$ cat src/rtl/multi_dose_reminder.sv
// Multi-channel medication reminder: per-channel countdown timers that raise a
// "dose due" alert on expiry, count missed doses, and report the soonest channel.
module multi_dose_reminder #(
    parameter int NUM_CH     = 4,
    parameter int INTERVAL_W = 17,
    parameter int MISS_W     = 4,
    parameter int DEMO_STEP  = 60,
    localparam int CH_W      = (NUM_CH > 1) ? $clog2(NUM_CH) : 1
) (
    input  logic                     clk,
    input  logic                     reset,
    input  logic                     tick,
    input  logic                     demo_mode,
    input  logic                     load,
    input  logic [CH_W-1:0]          load_ch,
    input  logic [INTERVAL_W-1:0]    load_interval,
    input  logic                     start,
    input  logic                     pause,
    input  logic                     ack,
    input  logic [CH_W-1:0]          ack_ch,
    output logic [NUM_CH-1:0]        alert,
    output logic                     alert_any,
    output logic [CH_W-1:0]          next_ch,
    output logic [INTERVAL_W-1:0]    next_remaining,
    output logic [NUM_CH*MISS_W-1:0] miss_count,
    output logic [1:0]               state
);

    // Control inputs (tick, load, start, pause, ack) are single-cycle pulses
    // sampled on the rising edge; there is no back-pressure on any of them.
    typedef enum logic [1:0] {
        ST_IDLE   = 2'b00,
        ST_RUN    = 2'b01,
        ST_PAUSED = 2'b10
    } state_e;

    state_e state_q, state_d;

    logic [NUM_CH-1:0][INTERVAL_W-1:0] interval_q, interval_d;
    logic [NUM_CH-1:0][INTERVAL_W-1:0] remaining_q, remaining_d;
    logic [NUM_CH-1:0][MISS_W-1:0]     miss_q, miss_d;
    logic [NUM_CH-1:0]                 alert_q, alert_d;
    logic [CH_W-1:0]                   next_ch_q, next_ch_d;
    logic [INTERVAL_W-1:0]             next_rem_q, next_rem_d;

    logic [INTERVAL_W-1:0]             step;
    logic                              tick_run;
    logic                              load_ok;
    logic [NUM_CH-1:0]                 enabled;
    logic [NUM_CH-1:0]                 expire;
    logic [NUM_CH-1:0]                 ack_hit;
    logic [NUM_CH-1:0]                 load_hit;
    logic [NUM_CH-1:0][INTERVAL_W-1:0] sub_rem;
    logic                              found;

    // Mode FSM; simultaneous start and pause is treated as no request.
    always_comb begin
        state_d = state_q;
        case (state_q)
            ST_IDLE:   if (start && !pause) state_d = ST_RUN;
            ST_RUN:    if (pause && !start) state_d = ST_PAUSED;
            ST_PAUSED: if (start && !pause) state_d = ST_RUN;
            default:   state_d = ST_IDLE;
        endcase
    end

    assign step     = demo_mode ? INTERVAL_W'(DEMO_STEP) : INTERVAL_W'(1);
    assign tick_run = tick && (state_q == ST_RUN);
    assign load_ok  = load && (state_q == ST_IDLE || state_q == ST_PAUSED)
                      && (int'(load_ch) < NUM_CH);

    always_comb begin
        enabled  = '0;
        expire   = '0;
        ack_hit  = '0;
        load_hit = '0;
        sub_rem  = '0;
        for (int i = 0; i < NUM_CH; i++) begin
            enabled[i]  = (interval_q[i] != '0);
            sub_rem[i]  = (remaining_q[i] > step) ? remaining_q[i] - step : '0;
            expire[i]   = tick_run && enabled[i] && (sub_rem[i] == '0);
            ack_hit[i]  = ack && (ack_ch == CH_W'(i)) && alert_q[i];
            load_hit[i] = load_ok && (load_ch == CH_W'(i));
        end
    end

    // An expiry that coincides with an ack keeps the alert up but does not
    // count as a miss: the dose being acknowledged is the one that was due.
    always_comb begin
        interval_d  = interval_q;
        remaining_d = remaining_q;
        miss_d      = miss_q;
        alert_d     = alert_q;
        for (int i = 0; i < NUM_CH; i++) begin
            if (load_hit[i]) begin
                interval_d[i]  = load_interval;
                remaining_d[i] = load_interval;
                alert_d[i]     = 1'b0;
                miss_d[i]      = '0;
            end else if (expire[i]) begin
                remaining_d[i] = interval_q[i];
                alert_d[i]     = 1'b1;
                if (alert_q[i] && !ack_hit[i] && (miss_q[i] != {MISS_W{1'b1}})) begin
                    miss_d[i] = miss_q[i] + MISS_W'(1);
                end
            end else begin
                if (tick_run && enabled[i]) begin
                    remaining_d[i] = sub_rem[i];
                end
                if (ack_hit[i]) begin
                    alert_d[i] = 1'b0;
                end
            end
        end
    end

    // Soonest-due search over the registered remaining values; strict '<'
    // keeps the lowest index on ties.
    always_comb begin
        next_ch_d  = '0;
        next_rem_d = '1;
        found      = 1'b0;
        for (int i = 0; i < NUM_CH; i++) begin
            if (enabled[i] && (!found || remaining_q[i] < next_rem_d)) begin
                next_ch_d  = CH_W'(i);
                next_rem_d = remaining_q[i];
                found      = 1'b1;
            end
        end
    end

    always_ff @(posedge clk or posedge reset) begin
        if (reset) begin
            state_q     <= ST_IDLE;
            interval_q  <= '0;
            remaining_q <= '0;
            miss_q      <= '0;
            alert_q     <= '0;
            next_ch_q   <= '0;
            next_rem_q  <= '1;
        end else begin
            state_q     <= state_d;
            interval_q  <= interval_d;
            remaining_q <= remaining_d;
            miss_q      <= miss_d;
            alert_q     <= alert_d;
            next_ch_q   <= next_ch_d;
            next_rem_q  <= next_rem_d;
        end
    end

    assign alert          = alert_q;
    assign alert_any      = |alert_q;
    assign next_ch        = next_ch_q;
    assign next_remaining = next_rem_q;
    assign miss_count     = miss_q;
    assign state          = state_q;

endmodule

$ cat config.mk
export PLATFORM = sky130hd
export DESIGN_NAME = multi_dose_reminder
export DESIGN_NICKNAME = d
export VERILOG_FILES = /design/src/rtl/multi_dose_reminder.sv
export SDC_FILE = /design/constraint.sdc
export NUM_CORES = 1
export LEC_CHECK = 0
export CAP_MARGIN = 10
export CELL_PAD_IN_SITES_DETAIL_PLACEMENT = 1
export CELL_PAD_IN_SITES_GLOBAL_PLACEMENT = 1
export CORE_UTILIZATION = 41
export CTS_CLUSTER_DIAMETER = 120
export DETAILED_ROUTE_END_ITERATION = 8
export GPL_TIMING_DRIVEN = 0
export PLACE_DENSITY = 0.74
export SLEW_MARGIN = 20
export SYNTH_ARGS = -nofsm -noshare
export SYNTH_HDL_FRONTEND = slang
export SYNTH_SLANG_ARGS = --single-unit
$ cat constraint.sdc
create_clock -name clk -period 7.89 [get_ports clk]
set_input_delay 1.578 -clock clk [delete_from_list [all_inputs] [get_ports clk]]
set_output_delay 1.578 -clock clk [all_outputs]
set_load 0.01 [all_outputs]
After elaboration in Yosys (flattened, before gate mapping)
Cells that the tools add are included. Widths: inputs -> output; s select.

$add $sub $neg: 8. Magnitude comparators: 7. Equal/unequal tests: 14. Mux-type cells: 54. Reduce and logical (&&, ||, !) cells: 82.

Operators with widths (count): $mux 17 (20); $gt 17x6->1 (4); $logic_not 17->1 (4); $reduce_bool 17->1 (4); $sub 17x6->17 (4); $lt 17x17->1 (3); $mux 4 (12); $logic_and 1x1->1 (35); $reduce_bool 3->1 (8); $add 4x1->4 const B (4); $mux 1 (16); $ne 4x4->1 const B (4); $reduce_bool 2->1 (8); $eq 2x2->1 const B (5); $reduce_and 2->1 (5); $logic_not 1->1 (9); $mux 2 (4); $eq 2x1->1 const B (3); $logic_not 2->1 (3); $mux 6 (1); $logic_or 1x1->1 (4); $pmux 2 s2 (1); $reduce_or 4->1 (1); $ne 2x1->1 const B (1); 2 further kinds (2).

Flip-flop bits (word level): 177. Input bits: 29. Logic and storage cells: 184.

Longest topological paths before layout
Depth in word-level cells: 14. Depth in mapped cells: 37. Depth with buffers taken out: 32.

Worst setup path before layout
OpenSTA, ideal clock, no wires.

Kind: flip-flop to flip-flop. From: register interval_q[8] (netlist bit). To: register next_rem_q[10], in the netlist next_remaining[10]. Library setup time: 0.075 ns. Arrival time: 6.981 ns. Required time: 7.815 ns. Slack: 0.834 ns. Stages on the path, launching flop included: 38. Buffers on the path: 5. Clock period less this slack: 7.056 ns. Cells stage by stage: dfrtp_1 nor4_1 nand4_1 nor4_2 clkbuf_1 nor2_1 ha_1 a21oi_1 o21ai_0 o21ai_0 a31oi_1 nor2_1 o21bai_1 buf_2 buf_2 mux2i_1 inv_1 ha_1 [... 2 more ...] o22ai_1 a31oi_1 nor3_1 nor2_1 o41ai_1 buf_2 mux2i_1 ha_1 a21o_1 a21oi_1 nor2_1 a2111oi_0 o31ai_1 o221ai_1 a31o_2 nand2_2 buf_2 mux2i_1.

Longest elaborated chain between the ends: 14. Elaborated cells between the ends (all ways): 20.

Ends and longest elaborated chain: start: declaration (line 39) `logic [NUM_CH-1:0][INTERVAL_W-1:0] interval_q, interval_d;`; start signal: assignment (line 143) `interval_q <= interval_d;`; $reduce_bool 17->1 (*) (line 79) `enabled[i] = (interval_q[i] != '0);`; $mux 17 or $mux 1 (tied branches) (line 124) `if (enabled[i] && (!found || remaining_q[i] < next_rem_d)) begin`; $lt 17x17->1 or $logic_not 1->1 (tied branches) (line 124); $logic_or 1x1->1 (line 124); $logic_and 1x1->1 (line 124); $mux 17 or $mux 1 (tied branches) (line 124); $lt 17x17->1 or $logic_not 1->1 (tied branches) (line 124); $logic_or 1x1->1 (line 124); $logic_and 1x1->1 (line 124); $mux 17 or $mux 1 (tied branches) (line 124); $lt 17x17->1 or $logic_not 1->1 (tied branches) (line 124); $logic_or 1x1->1 (line 124); $logic_and 1x1->1 (line 124); $mux 17 (*) (line 124); named net next_rem_d[10] (line 44) `logic [INTERVAL_W-1:0] next_rem_q, next_rem_d;`; end signal: assignment (line 148) `next_rem_q <= next_rem_d;`; end: declaration (line 44).

Mark *: on every way through the listed nets, which the timed path passes. The rest lies on a longest branch. A chain may end at the register's enable or synchronous reset.

Worst setup path in the final report
From: register interval_q[16] (netlist bit). To: register next_rem_q[7], in the netlist next_remaining[7].

The elaborated chain is that of the path after synthesis.

==> impl_summary.txt <==
----------------------------------------------------
[Setup path]
  Arr. time, crit path ... 8.04 ns
  Type of element capturing the critical path ... flop
  Worst path max stage delay ... 0.45 ns
  CP max FO ... 11
  Kind of start point of the critical path ... flop
  Data required time at the worst endpoint ... 8.26 ns
  Master of the slowest instance on the critical path ... sky130_fd_sc_hd__mux2i_2
  Setup Crit Path Kind ... reg -> reg

[Placed design]
  Number of cells after detailed placement ... 1,866
  Dpl ws ... -1.58 ns
  Post-DP HPWL ... 34,200 um
  Number of buffers added on ports ... 68
  RePlAce Congestion ... 0.937

[Yosys]
  Post-synthesis cell count ... 1,413
  Share of synthesized cell area in full adder, half adder and majority cells ... 7.80%
  Multiplexer area fraction after synthesis ... 7.60%
  Syn Std Cell Area ... 12,200 um^2
  Post-Synth Simple-Gate Area ... 21.4%
  Async S/R FF share, synth ... 100%
  Library cells used by synthesis ... 90
  Average size of a mapped cell ... 8.63 um^2
  Xor/xnor share of the synthesized area ... 2.23%
  Synthesized flop and latch total ... 177
  Count of flip-flops with a built-in enable after synthesis ... 0
  Proportion of synthesized chip area in sequential cells ... 36.5%
  Net count after synthesis ... 1,518
  Area fraction in compound gates after synthesis ... 19.8%
  Most used DFF post-synth ... sky130_fd_sc_hd__dfrtp_1
  Number of warnings issued by yosys ... 0
  Combinational family with the most area after synthesis ... simple AND/OR/NAND/NOR gates

[Floorplanning]
  Y dimension of the die ... 174 um
  Area of the core ... 29,000 um^2
  Die extent in x ... 174 um
  Total die area ... 30,400 um^2
  Starting density of the core ... 42.0%
  Rows ... 62
  Io pins ... 71

[Clocking]
  CTS sink cnt ... 177
  Max Root-Sink Buffers ... 2
  CTS Buf Count ... 17
  Clock Latency Late Sink ... 0.45 ns
  CTS Hold Bufs ... 0
  Clock-pin slew of the registers on the worst-case setup and hold paths ... 0.08 ns
  H-tree depth ... 4
  Cell at the root of the clock tree ... sky130_fd_sc_hd__clkbuf_16
  TritonCTS clock tree ... built

[Detailed routing]
  Vias/cell ... 6.06
  Wire per inst ... 23.8 um
  Post-detailed-route DRC marker count ... 0
  Number of design-rule violations left by the first detailed-router iteration ... 801
  Drt total wl ... 45,600 um
  Remaining antenna violation count after routing ... 0
  Via count of the routed design ... 11.6k
  Total iterations of the first detailed-routing run ... 5

[GRT]
  Via count of the first global-routing pass ... 11.9k
  Total routing resource utilization after global routing ... 30.3%
  Global route total overflow ... 0
  Pin count of the biggest net entering global routing ... 94
  Wire length of the first global-routing pass ... 70,500 um
  Number of antenna violations at the first check in global routing ... 0

[STA]
  Hold slack final ... 0.519 ns
  Slew of the pin with the lowest slew margin ... 1.10 ns
  Largest clock skew in the final design ... 0.0192 ns
  Highest achievable clock rate ... 0.130 GHz
  Max Slew Vio Count ... 0
  Min Clock Period, post-route ... 7.67 ns
  Post-route fraction of the period consumed by the critical path ... 97.2%
  Count of final hold-check violations ... 0
  Max-slew headroom ... 26.5%
  Final critical-path setup slack ... 0.219 ns
  Number of setup violations in the final report ... 0

[Layout]
  Area Overhead vs Synth ... 18.8%
  Ant. Diodes ... 0
  Final core utilization ... 50.0%
  Cell Count, Final, Fillers Out ... 1,914
  Layout cells sized above 1 ... 12.4%
  Fin nets ... 1,622

[Power]
  IR drop worst, VDD ... 0.350 mV
  Pwr Density ... 494 nW/um^2
  Leakage power figure ... 6.15 nW

[Run status]
  Outcome ... finished clean

[Job]
  MaxCap Viol Count ... 0

[Hold path]
  Hold crit path type ... reg -> reg

----------------------------------------------------
[power by group]
part	internal [mW]	total [mW]	switching (mW)
Clock	0.416	0.843	0.426
Sequential	1.31	1.76	0.451
Combinational	2.01	4.56	2.55
Total	3.73	7.16	3.43
[sequential cells by signal (all words and copies together) (netlist names)]
name	count
interval_q	68
remaining_q	68
state	2
alert	4
next_ch	2
miss_count	16
next_remaining	17
[critical path, delay by kind of cell, from the launching register on]
family	cells	cell delay, ns
AOI/OAI and AO/OA	10	1.93
adders and majority gates	3	0.85
buffers and inverters	8	1.34
DFF	1	0.42
muxes	3	1.02
and+or+nand+nor	14	1.99
[logic make-up (layout without fill, tap and decap cells)]
| group | count (synthesis) | count (layout) |
|---|---|---|
| AOI/OAI and AO/OA | 355 | 355 |
| xor gates and xnor gates | 31 | 31 |
| adders and majority gates | 76 | 76 |
| buffers and inverters | 139 | 256 |
| DFF | 177 | 177 |
| muxes | 89 | 89 |
| and+or+nand+nor | 546 | 546 |
[cell usage in the layout (no fill, tap or decap), types with 17 or more instances in the layout]
cell type | synthesis | routed
sky130_fd_sc_hd__inv_1 | 75 | 73
sky130_fd_sc_hd__xnor2_1 | 20 | 20
sky130_fd_sc_hd__nor4_1 | 26 | 22
sky130_fd_sc_hd__a31oi_1 | 27 | 25
sky130_fd_sc_hd__nor3_1 | 42 | 40
sky130_fd_sc_hd__a21oi_1 | 87 | 87
sky130_fd_sc_hd__nand3_1 | 22 | 22
sky130_fd_sc_hd__mux2i_1 | 60 | 36
sky130_fd_sc_hd__dfrtp_1 | 160 | 160
sky130_fd_sc_hd__clkbuf_16 | 0 | 18
sky130_fd_sc_hd__clkdlybuf4s50_1 | 0 | 68
sky130_fd_sc_hd__ha_1 | 76 | 76
sky130_fd_sc_hd__mux2_2 | 29 | 29
sky130_fd_sc_hd__nor2_1 | 117 | 115
sky130_fd_sc_hd__dfstp_2 | 17 | 17
sky130_fd_sc_hd__nand2_1 | 223 | 223
sky130_fd_sc_hd__buf_4 | 3 | 17
sky130_fd_sc_hd__o21ai_0 | 92 | 87
sky130_fd_sc_hd__clkbuf_1 | 42 | 42
[per-stage QoR]
step | instance area, um^2 | TNS [ns] | total power, mW
finish | 14500 | 0 | 7.16
global route | 14500 | -0.953 | 7.60
CTS | 14100 | 0 | 6.54
detailed placement | 13400 | -25.57 | 5.44
global placement | 13400 | -215.74 | 5.32
floorplan | 12200 | 0 | 4.22
[timing repair]
action | CTS | global route
cloned | 0 | 2
gates resized for setup | 35 | 50
setup endpoints to repair | 19 | 19
pin swaps | 1 | 12
buffers inserted | 4 | 10
[cells in the mapped netlist (all sizes together), types with 7 or more instances]
master,instances,share of area [%]
nand4,15,0.77
nand2,225,7.0
or3,13,0.71
o21a,11,0.68
or4,7,0.43
o31ai,16,1.0
a311oi,7,0.71
ha,76,7.8
nor4,29,1.7
nand3,22,0.90
clkbuf,42,1.3
a21oi,90,3.8
o21ai,93,3.8
inv,75,2.3
xor2,11,0.79
o41ai,8,0.64
nor2b,10,0.51
a31oi,29,1.7
a211oi,11,0.68
dfrtp,160,33
nor2,117,3.6
mux2i,60,4.9
a2111oi,10,1.2
o22ai,8,0.41
dfstp,17,3.7
nor3,44,2.0
xnor2,20,1.4
mux2,29,2.7
and3,15,0.77
a221oi,7,0.50
buf,22,1.1
nand2b,16,0.88
[final cells by class]
type | instances | area, um^2
well taps | 384 | 480
multi-input cells | 1097 | 7530
plain buffers | 64 | 352
clock buffers | 19 | 433
repair buffers | 85 | 846
clock inverters | 13 | 118
fillers | 3416 | 14500
flip-flops and latches | 177 | 4450
inverters | 75 | 289
[per-layer routing]
metal	vias up	global-route usage (%)	share of wire (%)	wire length [um]
li1	5352	-	-	-
met1	5886	41.3	45	20600
met2	306	48.3	46	21200
met3	63	4.48	5.0	2300
met4	0	10.9	3.2	1460
met5	-	2.72	0	0
[path summary, 6_finish.rpt]
check | startpoint | end | slack [ns] | cells past startpoint
worst max-delay path | interval_q[16]$_DFFE_PP0P_ | next_remaining[7]$_DFF_PP1_ | 0.22 | 38
max in group asynchronous | reset | interval_q[1]$_DFFE_PP0P_ | 5.34 | 3
worst min-delay path | interval_q[25]$_DFFE_PP0P_ | interval_q[25]$_DFFE_PP0P_ | 0.52 | 2
worst min register to register | interval_q[25]$_DFFE_PP0P_ | interval_q[25]$_DFFE_PP0P_ | 0.52 | 2
min in group asynchronous | reset | interval_q[17]$_DFFE_PP0P_ | 1.62 | 2
worst max register to register | interval_q[16]$_DFFE_PP0P_ | next_remaining[7]$_DFF_PP1_ | 0.22 | 38
No activity file was read; power rests on OpenSTA's default activity.
